[config.mk]
export PLATFORM = sky130hd
export DESIGN_NAME = cell_paint_queue
export DESIGN_NICKNAME = d
export VERILOG_FILES = /design/src/rtl/sudoku_draw_pkg.sv /design/src/rtl/cell_cmd_fifo.sv /design/src/rtl/cell_paint_queue.sv
export SDC_FILE = /design/constraint.sdc
export NUM_CORES = 1
export LEC_CHECK = 0
export ABC_AREA = 1
export CAP_MARGIN = 10
export CORE_ASPECT_RATIO = 1.4
export CORE_MARGIN = 2
export CORE_UTILIZATION = 45
export DETAILED_ROUTE_END_ITERATION = 6
export GPL_TIMING_DRIVEN = 0
export HOLD_SLACK_MARGIN = 0.1
export PLACE_DENSITY_LB_ADDON = 0.15
export SYNTH_ARGS = -nofsm -noshare
export SYNTH_HDL_FRONTEND = slang
export SYNTH_SLANG_ARGS = --single-unit
[constraint.sdc]
create_clock -name clk -period 3.8 [get_ports clk]
set_clock_uncertainty 0.15 [all_clocks]
set_input_delay 0.95 -clock clk [delete_from_list [all_inputs] [get_ports clk]]
set_output_delay 0.95 -clock clk [all_outputs]
set_load 0.1 [all_outputs]
[src/rtl/sudoku_draw_pkg.sv]
// Shared types for the Sudoku object-drawing path: cell command record,
// repaint FSM states and grid dimensions.
package sudoku_draw_pkg;

  localparam int unsigned GRID_N = 9;

  typedef struct packed {
    logic [3:0] row;
    logic [3:0] col;
    logic [2:0] color;
  } cell_cmd_t;

  typedef enum logic [1:0] {
    IDLE,
    LOAD,
    ISSUE,
    WAIT
  } paint_state_t;

  function automatic logic cell_idx_ok(input cell_cmd_t c);
    return (c.row < 4'(GRID_N)) && (c.col < 4'(GRID_N));
  endfunction

endpackage

[src/rtl/cell_cmd_fifo.sv]
// Synchronous FIFO of cell repaint commands; DEPTH must be a power of two.
module cell_cmd_fifo
  import sudoku_draw_pkg::*;
#(
  parameter int unsigned DEPTH = 8
) (
  input  logic                     clk,
  input  logic                     reset,
  input  logic                     push,
  input  cell_cmd_t                wdata,
  input  logic                     pop,
  output cell_cmd_t                rdata,
  output logic                     full,
  output logic                     empty,
  output logic [$clog2(DEPTH):0]   count
);

  localparam int unsigned AW = $clog2(DEPTH);

  cell_cmd_t        mem [DEPTH];
  logic [AW-1:0]    wr_ptr;
  logic [AW-1:0]    rd_ptr;
  logic             do_push;
  logic             do_pop;

  assign full    = (count == (AW+1)'(DEPTH));
  assign empty   = (count == '0);
  assign do_push = push && !full;
  assign do_pop  = pop && !empty;
  assign rdata   = mem[rd_ptr];

  always_ff @(posedge clk or negedge reset) begin
    if (!reset) begin
      wr_ptr <= '0;
      rd_ptr <= '0;
      count  <= '0;
    end else begin
      if (do_push) wr_ptr <= wr_ptr + 1'b1;
      if (do_pop)  rd_ptr <= rd_ptr + 1'b1;
      case ({do_push, do_pop})
        2'b10:   count <= count + 1'b1;
        2'b01:   count <= count - 1'b1;
        default: count <= count;
      endcase
    end
  end

  always_ff @(posedge clk) begin
    if (do_push) mem[wr_ptr] <= wdata;
  end

endmodule

[src/rtl/cell_paint_queue.sv]
// Queues Sudoku cell repaint requests (and full-board clear sweeps) and hands
// them to the square drawer one absolute-coordinate square at a time.
module cell_paint_queue
  import sudoku_draw_pkg::*;
#(
  parameter logic [10:0] ORIGIN_X    = 11'd100,
  parameter logic [10:0] ORIGIN_Y    = 11'd20,
  parameter logic [10:0] CELL_W      = 11'd40,
  parameter logic [10:0] GAP         = 11'd2,
  parameter int unsigned DEPTH       = 8,
  parameter logic [2:0]  CLEAR_COLOR = 3'b111
) (
  input  logic        clk,
  input  logic        reset,
  input  logic        upd_valid,
  output logic        upd_ready,
  input  logic [3:0]  upd_row,
  input  logic [3:0]  upd_col,
  input  logic [2:0]  upd_color,
  input  logic        clear_req,
  output logic        sq_start,
  output logic [10:0] sq_x0,
  output logic [10:0] sq_y0,
  output logic [10:0] sq_x1,
  output logic [10:0] sq_y1,
  output logic [2:0]  sq_color,
  input  logic        sq_done,
  output logic        busy,
  output logic        err_sticky
);

  paint_state_t             state, state_next;
  cell_cmd_t                cmd;
  cell_cmd_t                push_cmd;
  cell_cmd_t                fifo_head;
  logic                     fifo_full, fifo_empty;
  logic [$clog2(DEPTH):0]   fifo_count;
  logic                     fifo_push, fifo_pop;
  logic                     clear_pend, sweeping, sweep_last;
  logic                     start_sweep, sweep_step, sweep_end;
  logic                     done_ok, load_coords, start_next;
  logic [10:0]              x0_calc, y0_calc, span;

  assign push_cmd  = '{row: upd_row, col: upd_col, color: upd_color};
  assign upd_ready = !fifo_full;
  assign fifo_push = upd_valid && upd_ready;
  assign busy      = (state != IDLE) || (fifo_count != '0);

  cell_cmd_fifo #(.DEPTH(DEPTH)) u_fifo (
    .clk   (clk),
    .reset (reset),
    .push  (fifo_push),
    .wdata (push_cmd),
    .pop   (fifo_pop),
    .rdata (fifo_head),
    .full  (fifo_full),
    .empty (fifo_empty),
    .count (fifo_count)
  );

  // sq_start is registered, so a done coinciding with it belongs to the previous square
  assign done_ok    = sq_done && !sq_start;
  assign sweep_last = (cmd.row == 4'(GRID_N - 1)) && (cmd.col == 4'(GRID_N - 1));

  always_ff @(posedge clk or negedge reset) begin
    if (!reset) state <= IDLE;
    else        state <= state_next;
  end

  always_comb begin
    state_next = state;
    case (state)
      IDLE: begin
        if (clear_pend)
          state_next = LOAD;
        else if (!fifo_empty && cell_idx_ok(fifo_head))
          state_next = LOAD;
      end
      LOAD:    state_next = ISSUE;
      ISSUE:   state_next = WAIT;
      WAIT:    if (done_ok) state_next = (sweeping && !sweep_last) ? LOAD : IDLE;
      default: state_next = IDLE;
    endcase
  end

  always_comb begin
    start_sweep = (state == IDLE) && clear_pend;
    fifo_pop    = (state == IDLE) && !clear_pend && !fifo_empty;
    sweep_step  = (state == WAIT) && done_ok && sweeping && !sweep_last;
    sweep_end   = (state == WAIT) && done_ok && sweeping && sweep_last;
    load_coords = (state == LOAD);
    start_next  = (state == ISSUE);
  end

  always_comb begin
    span    = CELL_W - 11'd1 - (GAP << 1);
    x0_calc = ORIGIN_X + 11'(cmd.col) * CELL_W + GAP;
    y0_calc = ORIGIN_Y + 11'(cmd.row) * CELL_W + GAP;
  end

  always_ff @(posedge clk or negedge reset) begin
    if (!reset) begin
      cmd        <= '0;
      clear_pend <= 1'b0;
      sweeping   <= 1'b0;
      err_sticky <= 1'b0;
      sq_start   <= 1'b0;
      sq_x0      <= '0;
      sq_y0      <= '0;
      sq_x1      <= '0;
      sq_y1      <= '0;
      sq_color   <= '0;
    end else begin
      sq_start <= start_next;
      if (fifo_push && !cell_idx_ok(push_cmd)) err_sticky <= 1'b1;

      // a clear arriving while a sweep is running or just starting is absorbed by it
      if (start_sweep)                  clear_pend <= 1'b0;
      else if (clear_req && !sweeping)  clear_pend <= 1'b1;

      if (start_sweep)    sweeping <= 1'b1;
      else if (sweep_end) sweeping <= 1'b0;

      if (start_sweep) begin
        cmd <= '{row: '0, col: '0, color: CLEAR_COLOR};
      end else if (fifo_pop && cell_idx_ok(fifo_head)) begin
        cmd <= fifo_head;
      end else if (sweep_step) begin
        if (cmd.col == 4'(GRID_N - 1)) begin
          cmd.col <= '0;
          cmd.row <= cmd.row + 4'd1;
        end else begin
          cmd.col <= cmd.col + 4'd1;
        end
      end

      if (load_coords) begin
        sq_x0    <= x0_calc;
        sq_y0    <= y0_calc;
        sq_x1    <= x0_calc + span;
        sq_y1    <= y0_calc + span;
        sq_color <= cmd.color;
      end
    end
  end

endmodule

Word-level counts from Yosys, hierarchy flattened
Memories as Yosys holds them, arrays and structs flattened.
Index checks and enable logic that the tools add are counted.

storage, ports and cells
  register bits after elaboration = 74
  word-level logic and storage cells = 102
  output and inout bits = 51
  memories = 1
  bits of input ports = 16
  memory bits (writable) = 88

cells by class
  $mul = 2
  order comparisons = 4
  add/sub/neg operators = 12
  reduce and logical (&&, ||, !) cells = 39
  equality and inequality tests = 10
  multiplexer cells = 18

memory list
  memory      depth  width  rd ports  clocked after Yosys merged registers in  write ports  RTL line             text
  u_fifo.mem  8      11     1         0                                        1            cell_cmd_fifo.sv:20  cell_cmd_t mem [DEPTH];

operators by type and width
  kind                   number
  $add 11x2->11 const B  2
  $add 11x6->11 const B  2
  $logic_and 1x1->1      19
  $lt 4x4->1 const B     4
  $mux 8                 2
  $mul 4x3->7 const B    2
  $add 4x1->4 const B    3
  $eq 4x4->1 const B     3
  $add 5x10->11 const A  1
  $add 7x10->11 const A  1
  $mux 11                1
  $reduce_bool 2->1      5
  $mux 4                 2
  $pmux 2 s4             1
  $pmux 4 s2             1
  $logic_not 1->1        7
  $mux 1                 7
  $add 3x1->3 const B    2
  $eq 2x2->1 const B     3
  $mux 2                 3
  $reduce_bool 3->1      2
  $eq 2x1->1 const B     2
  $logic_not 4->1        1
  $reduce_and 2->1       2
  7 further kinds        7

Longest topological paths before layout
  depth after elaboration = 8
  mapped depth = 16
  depth with buffers taken out = 13

Cells and area by module
Synthesis repeated with hierarchy kept, for this count alone.

second synthesis, totals
  cells, all modules = 855
  area total of the unflattened synthesis = 7638.6 um2

by module, submodules not included
  module            cells each  area each (um2)  sequential area each (um2)  times used
  cell_cmd_fifo     461         4434.3           2892.8                      1
  cell_paint_queue  394         3204.3           1326.3                      1

Least setup slack after synthesis
Ideal clock, no wire load.

  path kind = register to register
  start = register u_fifo.count[0]
  end = register u_fifo.count[3]
  data arrival time = 2861 ps
  data required time = 3528 ps
  clock period less this slack = 3133 ps
  buffers on the path = 0
  library setup time = 122 ps
  path slack = 667 ps
  cell stages (with the launch flop) = 13
  cell sequence = dfrtp_1 > nor2_1 > nand3_1 > nand2_1 > ha_1 > ha_1 > nand2_1 > nor2_1 > a211oi_1 > nor2_1 > nor2_1 > nand2_1 > xor2_1

between the ends
  cells in the longest elaborated chain, start to end = 6
  elaborated cells between the ends (all ways) = 14
  classes of those cells = add/sub: 2; eq/ne: 3; mux: 1; reduce/logical: 8

RTL lines
  item                                                    RTL line                text
  from (decl)                                             cell_cmd_fifo.sv:15     output logic [$clog2(DEPTH):0] count
  from (signal assigned)                                  cell_cmd_fifo.sv:41     2'b10: count <= count + 1'b1;
  from (signal assigned)                                  cell_cmd_fifo.sv:42     2'b01: count <= count - 1'b1;
  from (signal assigned)                                  cell_cmd_fifo.sv:43     default: count <= count;
  $eq 4x4->1 (*)                                          cell_cmd_fifo.sv:26     assign full = (count == (AW+1)'(DEPTH));
  $logic_not 1->1 (*)                                     cell_paint_queue.sv:45  assign upd_ready = !fifo_full;
  named net upd_ready                                     cell_paint_queue.sv:16  output logic upd_ready,
  $logic_and 1x1->1                                       cell_paint_queue.sv:46  assign fifo_push = upd_valid && upd_ready;
  $logic_and 1x1->1 (*)                                   cell_cmd_fifo.sv:28     assign do_push = push && !full;
  $eq 2x1->1 / $eq 2x2->1 (equally long branches)         cell_cmd_fifo.sv:40     case ({do_push, do_pop})
  $pmux 4 s2 / $reduce_bool 2->1 (equally long branches)  --

The timed path passes the listed nets; every way through them passes the cells marked *.
A chain may end at the register's enable or synchronous reset.

Worst setup path in the final report
  start = register state[0]
  end = output busy

between the ends
  cells in the longest elaborated chain, start to end = 2

RTL lines
  item                    RTL line                text
  from (decl)             cell_paint_queue.sv:32  paint_state_t state, state_next;
  from (signal assigned)  cell_paint_queue.sv:67  else state <= state_next;
  $reduce_bool 2->1       cell_paint_queue.sv:47  assign busy = (state != IDLE) || (fifo_count != '0);
  $logic_or 1x1->1        cell_paint_queue.sv:47
  to (decl)               cell_paint_queue.sv:28  output logic busy,

Every way passes these cells.

==> impl_results.md <==
* RSZ-0062 raised after global routing: false
* Worst-case reg-to-reg path depth at 13
* Critical Path Sink Type: output pin
* FF-to-FF End: u_fifo.count[3]$_DFFE_PN0P_
* Sequential share of the synthesized area at 0.5861
* CTS tree: built
* Top-level I/O count at 67
* Post-layout minimum cycle time at approximately 3.6 ns
* Worst path slowest cell: clkdlybuf4s50_1
* Antenna Cells at 0
* Vias at around 5,200
* Clock-pin slew on the worst setup and hold paths at about 0.06 ns
* Status: completed
* Post-synthesis cell type count at 37
* Synthesis-stage register bit count at ~150
* Hold buffers post-CTS at 0
* Worst slew margin at 0.1777
* Synth area leader: edfxtp_1
* Initial Util at 0.4612
* H-tree Lvls at 4
* Min-delay worst type: flop to flop
* Worst EP arrival at approximately 2.5 ns
* Max Cap Viol at 0
* Total of warnings raised by yosys at 0
* Hold path start: err_sticky$_DFFE_PN0P_
* Crit path kind: flop to output pin
* Final setup fails at 0
* Hold EP: err_sticky$_DFFE_PN0P_
* DR top layer: met4
* Detail-routed via count per cell at slightly above 5
* Most common cell after layout, fill and taps aside: nand2_1
* 1st-iter DRT viols at roughly 280
* First-pass GRT wire length at about 27,000 um
* Clock Root Buffer: clkbuf_16
* Hold_ws at about 0.32 ns
* Most frequent cells in the layout: nand2_1 (194), edfxtp_1 (88), inv_1 (78), dfrtp_1 (63), nor2_1 (60)
* Peak VDD IR at a little over 0.6 mV
* All-layer global routing usage at 0.2005
* CTS max path bufs at 2
* Die height at between 150 and 200 um
* Max FO, Critical Path at 5
* Mapped Area at between 7000 and 8000 um^2
* Die area at around 17,000 um^2
* Final GP Congestion at 0.8059
* Crit path launch type: flop
* Post-Route M1 WL at ~6300 um
* Reg2reg start: state[0]$_DFFE_PN0P_
* Layout Nets at just under 900
* CP Cell Sequence: inv_1 -> ha_1 -> nand4_1 -> clkdlybuf4s50_1
* Slew of the pin with the lowest slew margin at ~1.2 ns
* DRT Pass-1 Iters at 4
* Core box area at between 15,000 and 20,000 um^2
* Global route overflow at 0
* Number of flops mapped to enable cells by yosys at roughly 90
* Die width at ~110 um
* PortBufs at 60
* Post-synthesis area per instance at around 10 um^2
* Initial antenna violation count at 0
* Final slew viol count at 0
* WHS Path Cells at 1
* Post-synth top area share at 0.3671
* Final WL at approximately 16,000 um
* CP Buf/Inv Count at 2
* Post-synth top flop: edfxtp_1
* Post-layout util at 0.5586
* Data required, critical path at 2.70 ns
* CP peak stage delay at around 1.1 ns
* Met2 routed WL at 8780 um
* Setup bufs post-CTS at 0
* Metal3 WL at about 680 um
* Pin count of the biggest net entering global routing at 64
* Final hold violation count at 0
* Lkg Pwr at a little under 4 nW
* Resized Gates After CTS at 0
* Async S/R FF share, synth at 0.4172
* Post-DP HPWL at ~12,000 um
* Register-to-register path setup slack at roughly 0.9 ns
* Vias in the first global route at ~5,400
* Tcrit/Tclk final at 0.9399
* Family with the most delay on the worst path: buffers and inverters
* Max Clk Rate at around 280 MHz
* Gate Count Post-Synth at 740
* Sink Count at roughly 150
* CTS Buf Count at 17
* Synth area leaders: edfxtp_1 (37%), dfrtp_1 (22%), nand2_1 (10%), ha_1 (4.7%), inv_1 (4.1%)
* Drt drc at 0
* Clk Latency, worst-skew pair at approximately 0.42 ns
* Share of cells above drive strength 1 at 0.09015
* Row cnt at between 50 and 60
* Pwr/cell area at 959.9 nW/um^2
* Final ANT Viol Nets at 0
* Area Growth Syn to Fin at 21.12%
* Avg WL per Cell at 15.60 um
how the worst max path moves through the flow:
stage               slack [ns]  depth (start not counted)                   startpoint                          end
global placement         -0.56                          1                        reset         sq_y0[5]$_DFFE_PN0N_
CTS                       0.21                          4         state[0]$_DFFE_PN0P_                         busy
floorplan                 0.67                         12  u_fifo.count[0]$_DFFE_PN0P_  u_fifo.count[3]$_DFFE_PN0P_
finish                    0.23                          4         state[0]$_DFFE_PN0P_                         busy
global route              0.11                          4         state[0]$_DFFE_PN0P_                         busy
detailed placement        0.31                          4                    upd_valid   u_fifo.mem[2][2]$_DFFE_PP_
power by group:
part / total, W / internal [W] / switching (W)
combinational: 0.00426 / 0.00124 / 0.00302
clock: 0.00171 / 0.00104 / 0.000673
sequential: 0.00239 / 0.00216 / 0.000229
total: 0.00837 / 0.00444 / 0.00393
layout make-up:
class,count,area [um^2]
fill,1405,6889
multi-input combinational,475,2469
tap,196,245.2
timing repair buffer,66,654.4
buffer,37,221.5
sequential,151,4219
clock inverter,13,168.9
clock buffer,19,432.9
inverter,82,307.8
Yosys cell counts, types with 2 or more instances:
cell type,count
nand3_1,57
nand2_1,194
edfxtp_1,88
ha_1,27
xor2_1,12
clkbuf_1,10
buf_6,3
xnor2_1,11
nand2_2,3
nand4_1,8
o21ai_1,10
buf_4,13
a31oi_1,3
dfrtp_1,63
inv_1,78
or2_2,5
buf_1,2
fa_1,3
a21oi_1,14
nor2_1,60
inv_2,3
a22o_1,2
o31ai_1,2
o21ai_0,46
nor3_1,2
buf_2,9
nand3b_1,2
kinds of logic (layout without fill, tap and decap cells):
family / after synthesis / in the layout / synth area share
multiplexers: 1 / 1 / 0.001564
other: 1 / 6 / 0.0005210
adder cells (fa/ha/maj): 30 / 30 / 0.05528
AO/OA/AOI/OAI: 83 / 83 / 0.06310
XOR/XNOR: 23 / 23 / 0.02798
flip-flops: 151 / 151 / 0.5861
buffers and inverters: 119 / 217 / 0.07353
AND/OR/NAND/NOR: 332 / 332 / 0.1919
sequential cells by signal, indices dropped and copies added, names as in the netlist:
register / cells
err_sticky: 1
u_fifo.mem: 88
sq_y0: 8
u_fifo.rd_ptr: 3
sq_y1: 8
clear_pend: 1
sq_x1: 8
state: 2
sq_color: 3
sq_start: 1
u_fifo.wr_ptr: 3
sq_x0: 9
sweeping: 1
cmd: 11
u_fifo.count: 4
routing by layer:
| metal | track usage | vias to the layer above |
|---|---|---|
| met2 | 0.3833 | 116 |
| met5 | 0 | - |
| li1 | - | 2589 |
| met3 | 0.04020 | 37 |
| met4 | 0.08274 | 0 |
| met1 | 0.2129 | 2485 |
worst register-to-register path, cell delays in order, from the launching register on:
cell	delay (ns)
dfrtp_1	0.41
inv_1	0.12
ha_1	0.28
nand3_1	0.15
clkinv_1	0.28
ha_1	0.35
ha_1	0.33
nand2_1	0.09
nor2_1	0.05
a211oi_1	0.24
nor2_1	0.07
nor2_1	0.09
nand2_1	0.06
xor2_1	0.14
per-stage QoR:
step	instances	area [um^2]	TNS, ns	total power, W	setup slack, ns
global placement	1001	8063	-34.93	0.006598	-0.5600
detailed placement	1006	8105	0	0.006707	0.3099
floorplan	745	7217	0	0.005602	0.6670
global route	1039	8718	0	0.008981	0.1137
finish	1039	8718	0	0.008369	0.2285
CTS	1038	8707	0	0.008431	0.2060
(Power assumes the default switching activity.)
==> patch 1, RTL diff (same flow settings) <==
`DEPTH` is set to 8 in 2 places; all go to 32.
--- a/src/rtl/cell_cmd_fifo.sv
+++ b/src/rtl/cell_cmd_fifo.sv
@@ -2,7 +2,7 @@
 module cell_cmd_fifo
   import sudoku_draw_pkg::*;
 #(
-  parameter int unsigned DEPTH = 8
+  parameter int unsigned DEPTH = 32
 ) (
   input  logic                     clk,
   input  logic                     reset,
--- a/src/rtl/cell_paint_queue.sv
+++ b/src/rtl/cell_paint_queue.sv
@@ -7,7 +7,7 @@
   parameter logic [10:0] ORIGIN_Y    = 11'd20,
   parameter logic [10:0] CELL_W      = 11'd40,
   parameter logic [10:0] GAP         = 11'd2,
-  parameter int unsigned DEPTH       = 8,
+  parameter int unsigned DEPTH       = 32,
   parameter logic [2:0]  CLEAR_COLOR = 3'b111
 ) (
   input  logic        clk,
Function: changed (Yosys sat finds a counterexample within 10 cycles, from zero or initial values and one cycle with reset low).
==> patch 1 against the original RTL <==
  * Design area rose by 150%
  * Worst setup slack worse by 0.11 ns
  * Cell count increased by 130%
  * Sequential cell count rose by 270
  * Power is 120% higher
  * Wire length increased to 3.3 times the old value
  * Area after synthesis grew to 2.5 times the old value
  * Largest cell class unchanged
  * Critical path type unchanged
  * Hold slack better by 0.0037 ns
  * Combinational power grew 88%
==> patch 1: results (changes against the original RTL) <==
| Metric | Value |
|---|---|
| Outcome | complete, no violations |
| Nets | 1,858 (+110%) |
| Num CTS Buffers | 42 (+25) |
| Reg2reg path depth | 17 (+4) |
| Max transition margin | 12.72% (-5.1 points) |
| Routed len/inst | 22.67 µm (+45%) |
| Final Util | 53.20% (-2.7 points) |
| M2 GR Usage | 44.97% (+6.6 points) |
| Placed inst area | 19,850 µm² (+140%) |
| Grt met1 use | 30.92% (+9.6 points) |
| Clock Latency Late Sink | 0.56 ns (+0.14 ns) |
| Syn Inst Count | 1,667 (+130%) |
| R2R setup slack | 0.33 ns (-0.57 ns) |
| Compound-gate portion of the synthesized area | 6.626% (+0.32 points) |
| Synth Area in Adders | 2.524% (-3.0 points) |
| R2r endpoint | u_fifo.count[5]$_DFFE_PN0P_ |
| Gr usage total | 25.72% (+5.7 points) |
| Grt met3 use | 2.903% (-1.1 points) |
| Vias | 12,980 (+150%) |
| Largest regs | u_fifo.mem: 352 flops, cmd: 11 flops, sq_x0: 9 flops |
| Sequential area share after synthesis | 67.41% (+8.8 points) |
| Leak | 8.293 nW (+110%) |
| Pre-CTS WS | -0.3479 ns (-0.6578 ns) |
| GPL Wtd Cong | 0.9106 (+13%) |
| Crit path DAT | 2.58 ns (+0.11 ns) |
| H-tree depth | 2 (-2) |
| EDFF count, synth | 352 (+300%) |
| Placed cells | 2,288 (+130%) |
| Drt first pass iters | 6 (+2) |
| Hold_ws | 0.3272 ns (+0.003708 ns) |
| Library cells used by synthesis | 40 (+8.1%) |
| Reg2reg start | u_fifo.count[0]$_DFFE_PN0P_ |
| Worst vdd ir | 0.3440 mV (-44%) |
| Area contributors post-synth | edfxtp_1 58%, dfrtp_1 9.5%, nand2_1 8.3% |
| Hold endpoint | sq_y1[3]$_DFFE_PN0N_ |
| Async set-reset flop share out of synthesis | 16.39% (-25 points) |
| Global-route wire length before repair | 80.16 mm (+200%) |
| Post-Route WL | 53.82 mm (+230%) |
| Detailed Place HPWL | 36.31 mm (+220%) |
-- patch 1: cell types whose count changed after synthesis, moves of 22 or more --
cell      delta
buf_2       +22
clkbuf_1    +25
edfxtp_1   +264
nand2_1    +207
nand3_1     +81
nor2_1     +151
o21ai_0     +71
-- patch 1: worst register-to-register path, cell delays in order (launching register included) --
cell and delay [ns]:
dfrtp_1 0.46, nor4_4 0.39, nand3_1 0.24, nand2_1 0.20, clkinvlp_4 0.15, ha_1 0.32, ha_1 0.36, a21oi_1 0.14
inv_1 0.05, a31oi_1 0.18, nor2_1 0.08, nor2_1 0.09, nor2_1 0.05, nor2_1 0.08, inv_1 0.05, a21oi_1 0.10
o21ai_0 0.11, xor2_1 0.16
-- patch 1: repair_timing --
action                                 in CTS  in global routing
setup endpoints to repair                   3                  2
resized for setup                           1                  2
setup buffers                               0                  2
gates cloned                                0                  0
hold buffers                                1                  0
endpoints found under the hold margin       7                  0
-- patch 1: power by group --
part	internal [mW]	total [mW]	switching, mW
combinational	2.13	8.03	5.90
sequential	5.56	5.86	0.301
clock	2.49	4.25	1.76
total	10.2	18.1	7.96
-- patch 1: area by class of cell --
class	count	area share (%)
repair buffers	92	4.755
clock buffers	54	5.422
multi-input cells	1062	23.98
inverters	97	1.722
clock inverters	23	1.101
plain buffers	91	2.342
well taps	534	3.127
flip-flops and latches	421	57.55
-- patch 1: cell families after synthesis --
group,Yosys count
AOI/OAI and AO/OA,219
xor gates and xnor gates,25
adders and majority gates,35
buffers and inverters,189
DFF,421
muxes,1
other,1
and+or+nand+nor,776
-- patch 1: layer usage --
layer | vias to the layer above | routed length (µm) | share of wire, %
met1 | 6297 | 19840 | 37
li1 | 5981 | - | -
met3 | 135 | 3697 | 6.9
met4 | 0 | 3271 | 6.1
met5 | - | 0 | 0
met2 | 563 | 27010 | 50
==> patch 2, RTL diff (config.mk and constraints unchanged) <==
Made on the original files. The 4 states of `paint_state_t` get a one-hot encoding in 4 bits.
--- a/src/rtl/sudoku_draw_pkg.sv
+++ b/src/rtl/sudoku_draw_pkg.sv
@@ -10,11 +10,11 @@
     logic [2:0] color;
   } cell_cmd_t;
 
-  typedef enum logic [1:0] {
-    IDLE,
-    LOAD,
-    ISSUE,
-    WAIT
+  typedef enum logic [3:0] {
+    IDLE  = 4'b0001,
+    LOAD  = 4'b0010,
+    ISSUE = 4'b0100,
+    WAIT  = 4'b1000
   } paint_state_t;
 
   function automatic logic cell_idx_ok(input cell_cmd_t c);
Function: no difference found for any inputs over 10 cycles, from zero or initial values and one cycle with reset low; not proved beyond that.
==> patch 2 against the original RTL <==
  * Sequential cell count grew 2
  * Hold slack gained 0.0020 ns
  * Count of clock-buffer cells in the layout grew 2
  * Design area grew 1.6%
  * Area after synthesis grew 2.0%
  * Register-to-register slack lost 0.18 ns
  * Die area grew 1.9%
  * Global-route usage shrank 0.46 points
  * Wire length shrank 0.67%
  * Worst setup slack gained 0.17 ns
  * Largest cell class unchanged
Power is not shown: default switching activity piles up to over one toggle a cycle in this logic, so the estimate is an artifact.
==> patch 2: results (changes against the original RTL) <==
| Metric | Value |
|---|---|
| Clock Path Buffers | 2 (unchanged) |
| Slew @ Worst Pin | 1.157 ns (-0.07216 ns) |
| Sequential area share after synthesis | 58.17% (-0.44 points) |
| Outcome | complete, no violations |
| Detailed Place HPWL | 11.59 mm (+0.56%) |
| Async set-reset flop share out of synthesis | 42.48% (+0.76 points) |
| GPL Wtd Cong | 0.8020 (-0.48%) |
| Yosys warning count | 0 (unchanged) |
| EDFF count, synth | 88 (unchanged) |
| Vias in the first global route | 5,361 (-0.87%) |
| Post-Route WL | 16.10 mm (-0.67%) |
| Mean area per synthesized cell | 9.659 µm² (-0.70%) |
| Nets | 893 (+1.9%) |
| Iter 0 DRT Violations | 267 (-4.3%) |
| Post-synth top flop | edfxtp_1 |
| H-tree depth | 4 (unchanged) |
| Min-delay worst type | flip-flop to flip-flop |
| Area contributors post-synth | edfxtp_1 36%, dfrtp_1 22%, nand2_1 10% |
| Largest regs | u_fifo.mem: 88 flops, cmd: 11 flops, sq_x0: 9 flops |
| I/O Buffers | 60 (unchanged) |
| CP max FO | 3 (-2) |
| Final Max Slew Viols | 0 (unchanged) |
| Drt first pass iters | 5 (+1) |
| Finished Layout Cells | 1,063 (+2.3%) |
| Clock root cell | clkbuf_16 |
| Clock Latency Late Sink | 0.42 ns (about the same) |
| Ant. Diodes | 0 (unchanged) |
| Gr usage total | 19.59% (-0.46 points) |
| Clock-pin slew on the worst setup and hold paths | 0.06 ns (about the same) |
| Placed inst area | 8263 µm² (+1.9%) |
| Largest net degree at the start of global routing | 66 (+3.1%) |
| Crit path DAT | 2.30 ns (-0.17 ns) |
| Post-synth top cells | 203 x nand2_1, 99 x inv_1, 88 x edfxtp_1 |
| Placed cells | 1,030 (+2.4%) |
| Post-CTS resize count | 0 (unchanged) |
| Initial antenna violation count | 0 (unchanged) |
| Post-CTS setup-driven buffer insertion count | 0 (unchanged) |
| Library cells used by synthesis | 39 (+5.4%) |
| Num CTS Buffers | 17 (unchanged) |
| Global-route wire length before repair | 26.46 mm (-1.3%) |
| Share of layout cells above drive strength 1 | 9.606% (+0.59 points) |
| Via-to-Cell Ratio | 5.012 (-0.37%) |
==> patch 2: cell families after synthesis <==
kind of cell               after synthesis  share of synthesized area (%)
AOI/OAI and AO/OA                       83                          6.460
xor gates and xnor gates                22                          2.625
adders and majority gates               26                          4.738
buffers and inverters                  143                          8.846
DFF                                    153                          58.17
other                                    1                        0.05108
and+or+nand+nor                        332                          19.11
==> patch 2: layout make-up <==
cell class	count	area, µm²
Inverter	103	389.1
Clock inverter	11	146.4
Clock buffer	21	440.4
Buffer	40	260.3
Tap cell	199	249.0
Fill cell	1461	7242
Multi-Input combinational cell	469	2440
Sequential cell	153	4270
Timing Repair Buffer	67	665.6
==> patch 2: worst max-delay path, stage by stage, from the launching register on <==
cell,delay [ns]
dfrtp_1,0.36
nor2_1,0.07
nand3_1,0.13
inv_1,0.10
nand2_1,0.09
clkdlybuf4s50_1,1.13
==> patch 2: worst paths after layout <==
path                                             start                           to  slack (ns)  cells past startpoint
worst max-delay path              state[3]$_DFFE_PN0P_                         busy        0.40                      5
worst min-delay path            err_sticky$_DFFE_PN0P_       err_sticky$_DFFE_PN0P_        0.33                      1
worst max register to register    state[3]$_DFFE_PN0P_  u_fifo.count[3]$_DFFE_PN0P_        0.72                     13
worst min register to register  err_sticky$_DFFE_PN0P_       err_sticky$_DFFE_PN0P_        0.33                      1
max in group asynchronous                        reset           cmd[2]$_DFFE_PN0P_        2.47                      1
min in group asynchronous                        reset         sq_x1[7]$_DFFE_PN0P_        0.47                      1
==> patch 2: stage by stage <==
| step | TNS [ns] | setup slack, ns |
|---|---|---|
| global route | 0 | 0.2755 |
| CTS | 0 | 0.3618 |
| global placement | -32.92 | -0.5210 |
| floorplan | 0 | 0.7092 |
| detailed placement | 0 | 0.4066 |
| finish | 0 | 0.3975 |
==> patch 2: metal layers <==
layer | global-route usage [%] | part of all wire [%]
met1 | 20.85 | 39
met2 | 37.23 | 54
met3 | 4.519 | 4.5
met4 | 7.666 | 2.3
met5 | 0 | 0
